## src/rtl/life_row_sequencer.sv

```systemverilog
// life_row_sequencer
// Runs one Game-of-Life generation through a row of column lanes. Rows of
// the current bank are streamed into the lanes. Each next-generation row is
// written to the opposite bank. Banks are swapped when the generation ends.
// Dead rows above and below the frame come from the lane clear and from a
// zero pad row.
module life_row_sequencer #(
   parameter int WIDTH  = 32,
   parameter int HEIGHT = 32,
   parameter int ROW_W  = 5
) (
   input  logic               clk,
   input  logic               rstn,
   input  logic               start,
   input  logic               halt,
   output logic               busy,
   output logic               done,
   output logic               bank,
   output logic [15:0]        gen_cnt,
   output logic               mem_rd_en,
   output logic [ROW_W:0]     mem_rd_addr,
   input  logic [WIDTH-1:0]   mem_rd_data,
   output logic               mem_wr_en,
   output logic [ROW_W:0]     mem_wr_addr,
   output logic [WIDTH-1:0]   mem_wr_data,
   output logic               lane_clr_n,
   output logic               lane_en,
   output logic [WIDTH-1:0]   lane_din,
   input  logic [WIDTH-1:0]   lane_next
);

   typedef enum logic [2:0] {
      S_IDLE, S_CLEAR, S_READ, S_SHIFT, S_WRITE, S_PAD, S_PADWR, S_FINISH
   } state_t;

   localparam int ONE_I      = 1;
   localparam int TWO_I      = 2;
   localparam int LAST_ROW_I = HEIGHT - 1;
   localparam logic [ROW_W:0]   RCNT_ONE  = ONE_I[ROW_W:0];
   localparam logic [ROW_W:0]   RCNT_TWO  = TWO_I[ROW_W:0];
   localparam logic [ROW_W:0]   RCNT_LAST = HEIGHT[ROW_W:0];
   localparam logic [ROW_W-1:0] ROW_TWO   = TWO_I[ROW_W-1:0];
   localparam logic [ROW_W-1:0] LAST_ROW  = LAST_ROW_I[ROW_W-1:0];

   state_t          state_r, state_s;
   logic [ROW_W:0]  rcnt_r, rcnt_s, rcnt_inc_s;
   logic            bank_r, bank_s;
   logic [15:0]     gen_cnt_r, gen_cnt_s;

   assign bank    = bank_r;
   assign gen_cnt = gen_cnt_r;

   // State, row counter, bank and generation count registers.
   always_ff @(posedge clk or negedge rstn) begin
      if (!rstn) begin
         state_r   <= S_IDLE;
         rcnt_r    <= {(ROW_W+1){1'b0}};
         bank_r    <= 1'b0;
         gen_cnt_r <= 16'd0;
      end else begin
         state_r   <= state_s;
         rcnt_r    <= rcnt_s;
         bank_r    <= bank_s;
         gen_cnt_r <= gen_cnt_s;
      end
   end

   // Next-state logic; halt overrides every transition and keeps bank/count.
   always_comb begin
      state_s    = state_r;
      rcnt_s     = rcnt_r;
      bank_s     = bank_r;
      gen_cnt_s  = gen_cnt_r;
      rcnt_inc_s = rcnt_r + RCNT_ONE;
      if (halt) begin
         state_s = S_IDLE;
      end else begin
         case (state_r)
            S_IDLE: begin
               if (start) state_s = S_CLEAR;
               else       state_s = S_IDLE;
            end
            S_CLEAR: begin
               rcnt_s  = {(ROW_W+1){1'b0}};
               state_s = S_READ;
            end
            S_READ: state_s = S_SHIFT;
            S_SHIFT: begin
               // Two rows in the lanes before the first centre row is valid.
               rcnt_s = rcnt_inc_s;
               if (rcnt_inc_s >= RCNT_TWO) state_s = S_WRITE;
               else                        state_s = S_READ;
            end
            S_WRITE: begin
               if (rcnt_r == RCNT_LAST) state_s = S_PAD;
               else                     state_s = S_READ;
            end
            S_PAD:   state_s = S_PADWR;
            S_PADWR: state_s = S_FINISH;
            S_FINISH: begin
               bank_s    = ~bank_r;
               gen_cnt_s = gen_cnt_r + 16'd1;
               state_s   = S_IDLE;
            end
            default: state_s = S_IDLE;
         endcase
      end
   end

   // Output decode from state and row counter; write data passes lane_next.
   always_comb begin
      busy        = 1'b1;
      done        = 1'b0;
      mem_rd_en   = 1'b0;
      mem_rd_addr = {(ROW_W+1){1'b0}};
      mem_wr_en   = 1'b0;
      mem_wr_addr = {(ROW_W+1){1'b0}};
      mem_wr_data = {WIDTH{1'b0}};
      lane_clr_n  = 1'b1;
      lane_en     = 1'b0;
      lane_din    = {WIDTH{1'b0}};
      case (state_r)
         S_IDLE:  busy = 1'b0;
         S_CLEAR: lane_clr_n = 1'b0;
         S_READ: begin
            mem_rd_en   = 1'b1;
            mem_rd_addr = {bank_r, rcnt_r[ROW_W-1:0]};
         end
         S_SHIFT: begin
            lane_en  = 1'b1;
            lane_din = mem_rd_data;
         end
         S_WRITE: begin
            // Centre lane stage lags the last shifted row by one.
            mem_wr_en   = 1'b1;
            mem_wr_addr = {~bank_r, rcnt_r[ROW_W-1:0] - ROW_TWO};
            mem_wr_data = lane_next;
         end
         S_PAD: lane_en = 1'b1;
         S_PADWR: begin
            mem_wr_en   = 1'b1;
            mem_wr_addr = {~bank_r, LAST_ROW};
            mem_wr_data = lane_next;
         end
         // An abort arriving in the final cycle suppresses completion.
         S_FINISH: done = ~halt;
         default:  busy = 1'b0;
      endcase
   end

endmodule

```

## config.mk

```make
export PLATFORM = sky130hd
export DESIGN_NAME = life_row_sequencer
export DESIGN_NICKNAME = d
export VERILOG_FILES = /design/src/rtl/life_row_sequencer.sv
export SDC_FILE = /design/constraint.sdc
export NUM_CORES = 1
export LEC_CHECK = 0
export ABC_AREA = 1
export BUFFER_PORTS_ARGS = -buffer_cell sky130_fd_sc_hd__buf_2
export CAP_MARGIN = 10
export CORE_MARGIN = 10
export CORE_UTILIZATION = 30
export DETAILED_ROUTE_END_ITERATION = 7
export PLACE_DENSITY = 0.73
export SLEW_MARGIN = 25
export SYNTH_ARGS = -nofsm -noshare
export SYNTH_HDL_FRONTEND = slang
export SYNTH_SLANG_ARGS = --single-unit
```

## constraint.sdc

```tcl
create_clock -name clk -period 1.8 [get_ports clk]
set_input_delay 0.36 -clock clk [delete_from_list [all_inputs] [get_ports clk]]
set_output_delay 0.36 -clock clk [all_outputs]
set_load 0.02 [all_outputs]
```

==> flow_metrics.env <==
export IMPL_status="finished with violations"
export IMPL_violations="setup timing"
export IMPL_root_buffer="clkbuf_8"
export IMPL_grt_usage=0.136
export IMPL_first_iter_violations=90
export IMPL_gp_congestion=0.820
export IMPL_synth_edf_count=0
export IMPL_fin_skew_ns=0.00643
export IMPL_setup_slack_ns=-0.117
export IMPL_synth_main_ff_cell="dfrtp_1"
export IMPL_fin_setup_tns_ns=-2.84
export IMPL_cp_cell_sequence="nor2_2, nand2_4, nand2_8, clkinv_8, nor2_1, buf_4"
export IMPL_dp_slack_ns=-0.0351
export IMPL_crit_path_top_delay_cell="dfrtp_2"
export IMPL_hold_class="input port to async pin"
export IMPL_clk_path_buf_depth=2
export IMPL_synth_top_cell_area_share=0.309
export IMPL_grt_antenna_before_repair=1
export IMPL_synth_distinct_cells=31
export IMPL_dieHeight_microns=104
export IMPL_grt_pass1_vias=2628
export IMPL_synthTopCellsByCount="inv_1 (88), nor2_1 (88), nand2_1 (44), dfrtp_1 (26), nand3_1 (11)"
export IMPL_pin_count=167
export IMPL_post_route_util=0.575
export IMPL_required_ns=1.44
export IMPL_grt_max_degree=35
export IMPL_port_buffers=166
export IMPL_routedWlPerCell_microns=14.6
export IMPL_path_delay_family="simple AND/OR/NAND/NOR gates"
export IMPL_reg2regPathDepth=7
export IMPL_antenna_left=0
export IMPL_power_density_nw_per_um2=536
export IMPL_slew_violations=0
export IMPL_drive_gt1_frac=0.499
export IMPL_holdWs_ns=0.0791
export IMPL_worstMarginPinSlew_ns=0.603
export IMPL_grt_overflow=0
export IMPL_cp_num_buf_inv=2
export IMPL_irDropWorstVdd_uv=287
export IMPL_worstReg2RegEnd="state_r[1]$_DFF_PN0_"
export IMPL_clock_latency_ns=0.27
export IMPL_cts_tree="done"
export IMPL_core_sq_um=6790
export IMPL_clkTransAtPathRegs_ns=0.10
export IMPL_worstSetupEndpointType="output port"
export IMPL_viasPerCell=4.39
export IMPL_hold_violations=0
export IMPL_die_area_sq_um=10800
export IMPL_maxCapViolCount=0
export IMPL_synthTopCellsByArea="dfrtp_1 (31%), inv_1 (16%), nor2_1 (16%)"
export IMPL_slew_headroom=0.598
export IMPL_ys_warn_count=0
export IMPL_die_w_microns=104
export IMPL_slowest_delay_ns=0.45
export IMPL_initial_utilization=0.310
export IMPL_startpoint_type="register"
export IMPL_grt_pass1_wl_microns=12600
export IMPL_path_class="register to output port"
export IMPL_ys_ff_latch=26
export IMPL_total_power_w=0.00209
export IMPL_max_freq_mhz=522
export IMPL_layout_nets=586
export IMPL_vias=2663
export IMPL_netlist_area_sq_um=2100
export IMPL_synthCells=331
export IMPL_dr_pass1_iters=4
export IMPL_critPathArrivalTime_ns=1.56
export IMPL_holdBufCountCts=0
export IMPL_seq_area_frac_synth=0.309
export IMPL_period_share=1.06
export IMPL_async_reset_ff_frac=1.00
export IMPL_n_antenna_cell=0
export IMPL_areaGrowthSynthToFinish_pct=85.6
export IMPL_h_tree_depth=1
export IMPL_reg2reg_setup_slack_ns=0.20
export IMPL_final_min_clock_period_ns=1.92
export IMPL_syn_nets=405
export IMPL_syn_avg_cell_area_sq_um=6.35
export IMPL_finalSetupViolCount=52
export IMPL_grt_setup_unrepaired="yes"
export IMPL_critPathMaxFanout=8
export IMPL_yosys_area_top_type="dfrtp_1"
export IMPL_wl_microns=8830
export IMPL_place_hpwl_microns=6610
export IMPL_fp_row_count=30
export IMPL_cts_sinks=26
export IMPL_rr_startpoint="rcnt_r[0]$_DFFE_PN0P_"
export IMPL_numCtsBuffers=3
export IMPL_leakagePower_nw=2.26
export IMPL_drcViolationCount=0
[worst reg2reg max path, stage by stage (launching register included)]
cell and delay, ns:
dfrtp_1 0.46, inv_1 0.13, ha_1 0.32, nor2_1 0.09, nand3_1 0.09, nor2_1 0.14
nand4_1 0.12, a21oi_1 0.17
[metal layers]
layer  global-route usage  vias to the layer above  wire length (microns)
met4               0.0268                        2                     44
met2                0.234                      144                   4270
met3               0.0502                        6                    923
met5                    0                        -                     20
li1                     -                     1328                      -
met1                0.158                     1183                   3580
[placed cells by master, fill, tap and decap left out, types with 7 or more instances in the layout]
cell     count
buf_2       96
buf_4       45
buf_6       36
dfrtp_1     24
inv_1       84
nand2_1     41
nand3_1     11
nand4_1      7
nor2_1      45
nor2_2      14
nor2_4      34
o21ai_0      9
xor2_1       9
[cells by family after synthesis]
group,synth area share
simple gates,0.348
compound gates,0.0512
xor+xnor,0.0625
flops,0.309
fa+ha+maj,0.0357
buf+inv,0.193
[power breakdown]
part | internal, W | switching (W)
registers | 0.000621 | 0.0000476
clock network | 0.000298 | 0.000192
logic | 0.000375 | 0.000559
[sequential cells by signal, summed over array words and instances, names as in the netlist]
signal   count
rcnt_r       6
gen_cnt     16
state_r      3
bank         1
[worst max path at each step]
stage                          from         endpoint  slack (ns)  cells after the start
2_1_floorplan  state_r[0]$_DFF_PN0_   mem_wr_addr[5]       -0.07                      6
3_3_place_gp   state_r[2]$_DFF_PN0_  mem_wr_data[21]        0.05                      7
3_5_place_dp   state_r[2]$_DFF_PN0_   mem_wr_data[4]       -0.04                      7
4_1_cts        state_r[0]$_DFF_PN0_  mem_wr_data[14]       -0.09                      8
5_1_grt        state_r[0]$_DFF_PN0_  mem_wr_data[16]       -0.22                      6
6_report       state_r[0]$_DFF_PN0_  mem_wr_data[16]       -0.12                      6
[final cells by class]
class,instances,area [sq um]
Timing Repair Buffer,179,1260
Fill cell,581,2890
Timing Repair inverter,5,85.1
Inverter,92,372
Clock inverter,1,30.0
Tap cell,96,120
Multi-Input combinational cell,205,1340
Clock buffer,3,41.3
Sequential cell,26,653
[per-stage QoR]
stage / instances / area (sq um)
after floorplan: 331 / 2100
after global placement: 592 / 3050
after detailed placement: 592 / 3050
after CTS: 599 / 3260
after global routing: 607 / 3900
final: 607 / 3900
[what timing repair did]
action / 4_1_cts / 5_1_grt
pin swaps: 0 / 3
cloned: 1 / 4
gates resized for setup: 48 / 167
endpoints found under the setup margin: 71 / 78
setup buffers: 2 / 4
No activity file was read; power rests on OpenSTA's default activity.
